[config.mk]
export PLATFORM = sky130hd
export DESIGN_NAME = instruction_fetch
export DESIGN_NICKNAME = d
export VERILOG_FILES = /design/src/rtl/riscv_fetch_pkg.sv /design/src/rtl/fetch_fifo.sv /design/src/rtl/instruction_fetch.sv
export SDC_FILE = /design/constraint.sdc
export NUM_CORES = 1
export LEC_CHECK = 0
export ABC_AREA = 1
export BUFFER_PORTS_ARGS = -buffer_cell sky130_fd_sc_hd__clkbuf_2
export CORE_MARGIN = 2
export CORE_UTILIZATION = 42
export CTS_BUF_LIST = sky130_fd_sc_hd__clkbuf_8
export CTS_CLUSTER_SIZE = 24
export DETAILED_ROUTE_END_ITERATION = 10
export GPL_ROUTABILITY_DRIVEN = 0
export PLACE_DENSITY = 0.69
export SLEW_MARGIN = 25
export SYNTH_ARGS = -nofsm -noshare
export SYNTH_HDL_FRONTEND = slang
export SYNTH_SLANG_ARGS = --single-unit
[constraint.sdc]
create_clock -name clk -period 16 [get_ports clk]
set_input_delay 2.4 -clock clk [delete_from_list [all_inputs] [get_ports clk]]
set_output_delay 2.4 -clock clk [all_outputs]
set_load 0.02 [all_outputs]
[src/rtl/riscv_fetch_pkg.sv]
`default_nettype none
// ============================================================================
// Module      : riscv_fetch_pkg
// Description : Shared constants, buffer entry type and PC alignment helper
//               for the instruction fetch unit.
// Revision    : 1.0 - initial release
// ============================================================================
package riscv_fetch_pkg;

    localparam int              XLEN             = 32;
    localparam int              INST_BYTES       = 4;
    localparam logic [XLEN-1:0] PC_STEP          = 32'd4;
    localparam logic [XLEN-1:0] DEFAULT_RESET_PC = 32'h0000_0000;

    // One buffered fetch: the instruction word and the PC it was read from.
    typedef struct packed {
        logic [XLEN-1:0] inst;
        logic [XLEN-1:0] pc;
    } fetch_entry_t;

    localparam int ENTRY_W = $bits(fetch_entry_t);

    // Force a byte address onto an instruction-word boundary.
    function automatic logic [XLEN-1:0] align_pc(input logic [XLEN-1:0] pc);
        return pc & ~(XLEN'(INST_BYTES - 1));
    endfunction

endpackage
`default_nettype wire

[src/rtl/fetch_fifo.sv]
`default_nettype none
// ============================================================================
// Module      : fetch_fifo
// Description : Small synchronous FIFO holding fetched instructions.
//               Head entry is driven straight from storage flops. Flush
//               empties the buffer and wins over a same-cycle push.
// Ports       : clk, rst (async, active-high)
//               flush              - discard all entries
//               push / push_data   - write one entry
//               pop                - drop head entry (ignored when empty)
//               head_data          - entry at the head
//               count/empty/full   - occupancy status
// Revision    : 1.0 - initial release
// ============================================================================
module fetch_fifo #(
    parameter int WIDTH = 64,
    parameter int DEPTH = 2
) (
    input  logic                     clk,
    input  logic                     rst,
    input  logic                     flush,
    input  logic                     push,
    input  logic [WIDTH-1:0]         push_data,
    input  logic                     pop,
    output logic [WIDTH-1:0]         head_data,
    output logic [$clog2(DEPTH):0]   count,
    output logic                     empty,
    output logic                     full
);

    localparam int c_ptr_w = $clog2(DEPTH);
    localparam int c_cnt_w = c_ptr_w + 1;

    logic [WIDTH-1:0]   mem_q [DEPTH];
    logic [WIDTH-1:0]   mem_d [DEPTH];
    logic [c_ptr_w-1:0] wr_ptr_q, wr_ptr_d;
    logic [c_ptr_w-1:0] rd_ptr_q, rd_ptr_d;
    logic [c_cnt_w-1:0] count_q, count_d;
    logic               w_pop;

    always_comb begin
        mem_d    = mem_q;
        wr_ptr_d = wr_ptr_q;
        rd_ptr_d = rd_ptr_q;
        count_d  = count_q;
        w_pop    = pop & (count_q != '0);

        if (flush) begin
            wr_ptr_d = '0;
            rd_ptr_d = '0;
            count_d  = '0;
        end else begin
            // Depth is a power of two, so pointers wrap naturally.
            if (push) begin
                mem_d[wr_ptr_q] = push_data;
                wr_ptr_d        = wr_ptr_q + c_ptr_w'(1);
            end
            if (w_pop) begin
                rd_ptr_d = rd_ptr_q + c_ptr_w'(1);
            end
            count_d = count_q + c_cnt_w'(push) - c_cnt_w'(w_pop);
        end
    end

    always_ff @(posedge clk or posedge rst) begin
        if (rst) begin
            mem_q    <= '{default: '0};
            wr_ptr_q <= '0;
            rd_ptr_q <= '0;
            count_q  <= '0;
        end else begin
            mem_q    <= mem_d;
            wr_ptr_q <= wr_ptr_d;
            rd_ptr_q <= rd_ptr_d;
            count_q  <= count_d;
        end
    end

    assign head_data = mem_q[rd_ptr_q];
    assign count     = count_q;
    assign empty     = (count_q == '0);
    assign full      = (count_q == c_cnt_w'(DEPTH));

endmodule
`default_nettype wire

[src/rtl/instruction_fetch.sv]
`default_nettype none
// ============================================================================
// Module      : instruction_fetch
// Description : Fetch-side initiator of the instruction memory. Holds the PC,
//               issues word reads (1-cycle read latency), buffers returned
//               words with their PC and hands them to decode over a
//               valid/ready handshake. Redirects reload the PC and flush.
// Ports       : clk, rst (async, active-high)
//               mem_read_address/mem_read_enable - read request (PC, issue)
//               mem_instruction                  - read data, one cycle later
//               inst_valid/inst_ready            - decode handshake
//               inst_data/inst_pc                - head instruction and PC
//               redirect_valid/redirect_pc       - new PC, flush
// Revision    : 1.0 - initial release
// ============================================================================
module instruction_fetch
    import riscv_fetch_pkg::*;
#(
    parameter logic [31:0] RESET_PC   = DEFAULT_RESET_PC,
    parameter int          FIFO_DEPTH = 2
) (
    input  logic        clk,
    input  logic        rst,
    output logic [31:0] mem_read_address,
    output logic        mem_read_enable,
    input  logic [31:0] mem_instruction,
    output logic        inst_valid,
    input  logic        inst_ready,
    output logic [31:0] inst_data,
    output logic [31:0] inst_pc,
    input  logic        redirect_valid,
    input  logic [31:0] redirect_pc
);

    localparam int c_cnt_w = $clog2(FIFO_DEPTH) + 1;
    localparam int c_occ_w = c_cnt_w + 1;

    logic [XLEN-1:0]    pc_q, pc_d;
    logic [XLEN-1:0]    inflight_pc_q, inflight_pc_d;
    logic               inflight_q, inflight_d;

    logic               w_pop;
    logic               w_push;
    logic               w_issue;
    logic [c_occ_w-1:0] w_credits_used;
    fetch_entry_t       w_push_entry;
    fetch_entry_t       w_head_entry;
    logic [c_cnt_w-1:0] w_fifo_count;
    logic               w_fifo_empty;
    logic               w_fifo_full;

    always_comb begin
        w_pop = ~w_fifo_empty & inst_ready;

        // Slots already spoken for: buffered entries plus the read in flight,
        // minus the entry decode takes this cycle. A new read is only issued
        // when its response is guaranteed a slot.
        w_credits_used = c_occ_w'(w_fifo_count) + c_occ_w'(inflight_q)
                       - c_occ_w'(w_pop);
        w_issue = ~rst & ~redirect_valid
                & (w_credits_used < c_occ_w'(FIFO_DEPTH));

        // A response arriving in a redirect cycle belongs to the old stream.
        w_push            = inflight_q & ~redirect_valid;
        w_push_entry.inst = mem_instruction;
        w_push_entry.pc   = inflight_pc_q;

        pc_d          = pc_q;
        inflight_d    = w_issue;
        inflight_pc_d = inflight_pc_q;
        if (redirect_valid) begin
            pc_d = align_pc(redirect_pc);
        end else if (w_issue) begin
            pc_d          = pc_q + PC_STEP;
            inflight_pc_d = pc_q;
        end
    end

    always_ff @(posedge clk or posedge rst) begin
        if (rst) begin
            pc_q          <= RESET_PC;
            inflight_q    <= 1'b0;
            inflight_pc_q <= '0;
        end else begin
            pc_q          <= pc_d;
            inflight_q    <= inflight_d;
            inflight_pc_q <= inflight_pc_d;
        end
    end

    fetch_fifo #(
        .WIDTH (ENTRY_W),
        .DEPTH (FIFO_DEPTH)
    ) u_fifo (
        .clk       (clk),
        .rst       (rst),
        .flush     (redirect_valid),
        .push      (w_push),
        .push_data (w_push_entry),
        .pop       (w_pop),
        .head_data (w_head_entry),
        .count     (w_fifo_count),
        .empty     (w_fifo_empty),
        .full      (w_fifo_full)
    );

    // The credit check must make a push into a full, non-draining buffer
    // impossible.
    a_no_overflow : assert property (@(posedge clk) disable iff (rst)
        !(w_push && w_fifo_full && !w_pop));

    assign mem_read_address = pc_q;
    assign mem_read_enable  = w_issue;
    assign inst_valid       = ~w_fifo_empty;
    assign inst_data        = w_head_entry.inst;
    assign inst_pc          = w_head_entry.pc;

endmodule
`default_nettype wire

==> results of run 1 <==
logic make-up after synthesis:
family	count (synthesis)	share of synthesized area, %
simple gates	620	27.0
fa+ha+maj	5	0.778
buf+inv	195	9.34
xor+xnor	2	0.195
flops	189	52.5
other cells	1	0.0416
compound gates	177	10.2
synth_stat cells (all sizes together):
master | n | area (sq um)
a21oi | 14 | 70.1
buf | 32 | 223
xnor2 | 1 | 8.76
nor2 | 70 | 270
inv | 133 | 499
fa | 1 | 20.0
ha | 4 | 50.1
clkinv | 1 | 8.76
or2 | 2 | 12.5
o21ai | 156 | 792
dfrtp | 189 | 4730
xor2 | 1 | 8.76
nand3 | 63 | 315
clkbuf | 29 | 110
and2 | 1 | 6.26
nand2 | 483 | 1820
nand3b | 1 | 7.51
o211ai | 7 | 52.6
conb | 1 | 3.75
state kept, by name (all words and copies together), names as in the netlist:
signal,count
inflight_q,1
u_fifo.count,2
inflight_pc_q,30
u_fifo.wr_ptr_q,1
u_fifo.mem_q,124
u_fifo.rd_ptr_q,1
mem_read_address,30
area by class of cell:
cell class,count,area [sq um]
clock buffers,18,248
clock inverters,14,168
fillers,2133,10700
inverters,134,513
multi-input cells,808,3460
flip-flops and latches,189,4730
well taps,275,344
repair buffers,167,860
stage by stage:
step / cell area (sq um) / util [%] / setup WS, ns / hold slack (ns)
3_3_place_gp: 9910 / 47.1 / 8.50 / 0.465
6_report: 10300 / 49.1 / 8.53 / 0.488
4_1_cts: 10300 / 49.1 / 8.50 / 0.495
3_5_place_dp: 9910 / 47.1 / 8.51 / 0.472
5_1_grt: 10300 / 49.1 / 8.25 / 0.512
2_1_floorplan: 9010 / - / 6.42 / 0.453
where the power goes:
part | leakage, nW | internal (mW) | switching, mW
Combinational | 3.01 | 0.248 | 0.518
Clock | 0.210 | 0.159 | 0.172
Sequential | 2.39 | 0.678 | 0.125
critical path, delay by kind of cell:
family / cells / cell delay (ns)
adders and majority gates: 2 / 0.70
and+or+nand+nor: 5 / 0.34
buffers and inverters: 6 / 1.61
routing by layer:
metal  routed length (microns)  global-route usage [%]
met5                         0                       0
met4                       287                    5.80
met3                      1110                    3.18
met2                      9500                    30.9
met1                     10200                    27.6
cell usage in the layout (no fill, tap or decap), drive strengths merged:
master    count
o211ai        7
a21oi        14
ha            4
nand3b        1
bufinv        3
inv         138
xnor2         1
clkinvlp      3
clkinv        4
xor2          1
and2          1
fa            1
nor2         70
buf           8
or2           2
dfrtp       189
nand2       483
nand3        63
clkbuf      177
conb          4
o21ai       156
how the worst max path moves through the flow:
stage,from,endpoint,depth (start not counted)
final,inst_ready,mem_read_enable,13
after global routing,inst_ready,mem_read_enable,13
after detailed placement,inst_ready,mem_read_enable,13
after floorplan,rst,mem_read_enable,6
after CTS,inst_ready,mem_read_enable,13
after global placement,inst_ready,mem_read_enable,13
==> key figures, run 1 <==
Run status
  • Status: completed

Worst setup path
  • Worst Path Max Fanout: 85
  • R2R Setup Slk: 12.60 ns
  • Reg2reg start: u_fifo.count[1]
  • Slowest stage cell, crit path: buf_4
  • Largest stage delay on the critical path: 0.57 ns
  • Worst endpoint required time: 13.60 ns
  • Element type at the critical path start: input port
  • Crit end category: primary output
  • WP data arrival: 5.07 ns
  • Worst-case reg-to-reg path depth: 16
  • Critical Path, Cell by Cell: clkbuf_2 -> nand2_1 -> inv_1 -> ha_1 -> inv_1 -> nand2_1 -> fa_1 -> nand2_1 -> nor2_1 -> nand2_2 -> buf_4 -> inv_1 -> clkbuf_2
  • Crit path kind: in2out
  • Worst r2r dst: mem_read_address[15]

Routing
  • Vias: 7636
  • DR WL/cell: 13.1 microns
  • TritonRoute pass-1 iters: 5
  • Final ANT Viol Nets: 0
  • Via/cell ratio: 4.76
  • Final WL: 21.1 mm
  • DR DRC count: 0
  • DRT iter0 DRCs: 483

Global route
  • First-pass GRT wire length: 34.9 mm
  • Grt ovf: 0
  • Largest net degree at the start of global routing: 125
  • GRT Overall Usage: 19.5%
  • Vias in the first global route: 7227
  • Initial antenna violation count: 0

Worst hold path
  • Worst min-delay path class: reg2reg
  • Min-delay src: u_fifo.mem_q[27]
  • WHS Path Cells: 2
  • Worst Hold End: u_fifo.mem_q[27]

Clocking
  • CTS Sinks: 189
  • Cts hold-fix bufs: 0
  • Reg clk slew, reported paths: 0.08 ns
  • # resized after CTS: 0
  • Total setup buffers inserted after CTS: 0
  • Clock latency on the worst-skew pair: 0.46 ns
  • CTS buffer count: 17
  • H-Tree Depth: 4
  • CTS Root Cell: clkbuf_8
  • CTS tree: yes
  • Clock buffer depth: 2

STA
  • Period utilization: 46.7%
  • Max Fclk: 134 MHz
  • Final Hold Vio Count: 0
  • Slew of the pin with the lowest slew margin: 0.807 ns
  • Final Skew: 0.0180 ns
  • Setup TNS: 0 ns
  • Min cycle time layout: 7.47 ns
  • Final Max Tran Viols: 0
  • RSZ-0062 raised after global routing: false
  • Slew margin rel.: 46.2%
  • Final setup violation count: 0

Die
  • IO Pins: 166
  • Starting Density: 42.8%
  • Die height: 150 microns
  • Core ar.: 21000 sq um
  • FP Rows: 53
  • Die area: 22600 sq um
  • Die Width: 150 microns

Pwr
  • P per Cell Area: 184 nW/um^2
  • Tot Pwr: 1.90 mW
  • Leakage power total: 5.61 nW
  • Worst vdd ir: 0.0665 mV

Logic synthesis
  • Synth Cell Area: 9000 sq um
  • Mapped Cells: 1189
  • Yosys reg bits: 189
  • Yosys cell types: 28
  • Sequential cell area fraction in the yosys report: 52.5%
  • Syn Area/Cell: 7.57 sq um
  • Yosys warns: 0

Place
  • Buffers on Ports: 159
  • DP Cell Count: 1573
  • Hpwl dp: 14.2 mm

Final layout
  • Layout Area Growth over Synthesis: 14.7%
  • Final nets: 1390
  • Share of layout cells above drive strength 1: 15.9%
  • Ant. Diodes: 0
  • Final std cells w/o fill: 1605

Run
  • Max-cap violations: 0
No activity file was read; power rests on OpenSTA's default activity.
==> inputs of run 2 (changes only) <==
- ABC_AREA: 1 -> 0
- PLACE_DENSITY: 0.69 -> 0.72
- clock period: 16 -> 6.15 ns (I/O delays scaled with it)
==> key figures, run 2 <==
Final layout
  • Layout Area Growth over Synthesis: 17.6%
  • Share of layout cells above drive strength 1: 46.5% (+31 points)
  • Commonest non-fill, non-tap cell in the layout: dfrtp_1
  • Ant. Diodes: 0 (unchanged)
  • # fillers: 1861 (-13%)
  • Commonest cells after routing, fill and taps aside: dfrtp_1 (188), mux2_2 (186), clkbuf_2 (159), nand2_1 (118), nor2_1 (21)
  • Final Util: 50.0% (+0.91 points)
  • Final std cells w/o fill: 1131 (-30%)
  • Final nets: 921 (-34%)
  • Top reg by flops: u_fifo.mem_q
  • Largest register FFs: 124 (unchanged)

STA
  • Final setup violation count: 0 (unchanged)
  • Worst hold slack: 0.507 ns (+0.0190 ns)
  • Period utilization: 61.1%
  • Final Hold Vio Count: 0 (unchanged)
  • Setup slack after layout: 2.39 ns (-6.14 ns)
  • Slew of the pin with the lowest slew margin: 0.703 ns (-0.104 ns)
  • Final Max Tran Viols: 0 (unchanged)
  • Min cycle time layout: 3.76 ns
  • Final Skew: 0.0159 ns (-0.00209 ns)
  • Setup TNS: 0 ns (unchanged)
  • Max Fclk: 266 MHz
  • Slew margin rel.: 53.1% (+6.9 points)
  • RSZ-0062 raised after global routing: false

Die
  • Die Width: 147 microns (-2.3%)
  • FP Rows: 52 (-1.9%)
  • Die height: 147 microns (-2.3%)
  • Die area: 21600 sq um (-4.6%)
  • Starting Density: 42.5% (-0.30 points)
  • IO Pins: 166 (unchanged)
  • Core ar.: 20200 sq um (-4.1%)

Routing
  • DRT iter0 DRCs: 290 (-40%)
  • Via/cell ratio: 5.25 (+10%)
  • DR WL/cell: 16.9 microns (+29%)
  • Final WL: 19.1 mm (-9.3%)
  • DR DRC count: 0 (unchanged)
  • TritonRoute pass-1 iters: 5 (unchanged)
  • Final ANT Viol Nets: 0 (unchanged)
  • Vias: 5935 (-22%)

Logic synthesis
  • Synth top area share: 55.1% (+2.6 points)
  • Post-synth EDFFs: 0 (unchanged)
  • Fraction of registers with async set/reset: 100% (unchanged)
  • Synth Flop Type: dfrtp_1
  • Mapped Cells: 701 (-41%)
  • Yosys warns: 0 (unchanged)
  • Top-count cell post-synth: dfrtp_1
  • Yosys cell types: 48 (+71%)
  • Syn Area/Cell: 12.2 sq um (+62%)
  • Synth area leaders: dfrtp_1 (55%), mux2_2 (24%), nand2_1 (5.2%)
  • Cell taking the most area after synthesis: dfrtp_1
  • Synth Cell Area: 8580 sq um (-4.7%)
  • Sequential cell area fraction in the yosys report: 55.1% (+2.6 points)
  • Yosys reg bits: 189 (unchanged)
  • Commonest cells in the netlist: dfrtp_1 (189), mux2_2 (186), nand2_1 (118), clkbuf_1 (22), nor2_1 (22)

Worst setup path
  • Crit path kind: reg2out
  • Critical path's top delay family: simple AND/OR/NAND/NOR gates
  • Largest stage delay on the critical path: 0.45 ns (-0.12 ns)
  • Crit end category: primary output
  • Critical Path, Cell by Cell: or2_2 -> and2_1 -> ha_1 -> nand2b_1 -> fa_1 -> xnor2_1 -> nand3_2 -> inv_2 -> clkbuf_2
  • Worst Path Max Fanout: 4 (-95%)
  • Slowest stage cell, crit path: dfrtp_1
  • Buf+Inv Stages, Crit Path: 2 (-4)
  • Worst endpoint required time: 5.23 ns (-8.37 ns)
  • WP data arrival: 2.84 ns (-2.23 ns)
  • Element type at the critical path start: flip-flop

Global route
  • Largest net degree at the start of global routing: 138 (+10%)
  • Initial antenna violation count: 0 (unchanged)
  • First-pass GRT wire length: 31.2 mm (-11%)
  • Grt ovf: 0 (unchanged)
  • GRT Overall Usage: 18.1% (-1.3 points)
  • Vias in the first global route: 5926 (-18%)

Pwr
  • Leakage power total: 4.91 nW (-13%)
  • P per Cell Area: 493 nW/um^2 (+170%)
  • Worst vdd ir: 0.202 mV (+200%)

Clocking
  • Clock buffer depth: 2 (unchanged)
  • Total setup buffers inserted after CTS: 0 (unchanged)
  • Reg clk slew, reported paths: 0.09 ns (about the same)
  • Clock latency on the worst-skew pair: 0.46 ns (about the same)
  • CTS buffer count: 17 (unchanged)
  • CTS Sinks: 189 (unchanged)
  • Cts hold-fix bufs: 0 (unchanged)
  • CTS Root Cell: clkbuf_8
  • H-Tree Depth: 4 (unchanged)
  • # resized after CTS: 0 (unchanged)
  • CTS tree: yes

Run
  • Max-cap violations: 0 (unchanged)

Place
  • Buffers on Ports: 159 (unchanged)
  • Hpwl dp: 12.4 mm (-13%)
  • DP Cell Count: 1098 (-30%)
  • Pre-CTS setup slack: 2.56 ns (-5.95 ns)

Run status
  • Status: completed

Worst hold path
  • Worst min-delay path class: reg2reg
## run 2: final cells by class
class                   count  area (sq um)  share of cell area, %
well taps                 270           338                   3.35
clock buffers              19           262                   2.59
repair buffers            167           876                   8.68
clock inverters            13           179                   1.77
multi-input cells         465          3660                   36.3
flip-flops and latches    189          4730                   46.9
inverters                   8          42.5                  0.422
## run 2: cell families (layout without fill, tap and decap cells)
kind of cell	Yosys count	in the layout	synth area share [%]
simple gates	201	201	11.1
fa+ha+maj	5	5	0.817
xor+xnor	6	6	0.613
compound gates	62	62	5.18
mux	187	187	24.5
buf+inv	50	207	2.54
other cells	1	4	0.0437
flops	189	189	55.1
## run 2: stage by stage
stage / power, mW / instance area (sq um)
global placement: 4.06 / 9620
global route: 5.32 / 10100
detailed placement: 4.13 / 9620
floorplan: 3.52 / 8590
CTS: 5.05 / 10100
finish: 4.98 / 10100
## run 2: report_power, final
part           leakage, nW  switching [mW]  internal [mW]  total, mW
Combinational         2.29            1.04          0.906       1.95
Sequential            2.40           0.353           1.78       2.13
Clock                0.224           0.461          0.436      0.897
Total                 4.91            1.86           3.12       4.98
## run 2: metal layers
metal / global-route usage (%) / up-vias / share of wire (%)
met5: 0 / - / 0
met4: 4.18 / 0 / 0.75
met3: 4.60 / 12 / 5.4
met2: 27.7 / 183 / 45
met1: 26.1 / 2966 / 48
li1: - / 2774 / -
## run 2: worst paths after layout
path / startpoint / slack (ns) / cells after the start / end
min in group asynchronous: rst / 0.62 / 2 / mem_read_address[9]
max in group asynchronous: rst / 4.37 / 3 / inflight_pc_q[19]
max reg2reg: u_fifo.count[1] / 2.70 / 12 / mem_read_address[25]
min: u_fifo.mem_q[17] / 0.51 / 1 / u_fifo.mem_q[17]
min reg2reg: u_fifo.mem_q[17] / 0.51 / 1 / u_fifo.mem_q[17]
max: u_fifo.count[1] / 2.39 / 9 / mem_read_enable
## run 2: worst register-to-register path, delay by kind of cell (launching register included)
kind	cells	cell delay, ns
simple gates	7	1.60
fa+ha+maj	2	0.65
buf+inv	2	0.53
flops	1	0.45
xor+xnor	1	0.19
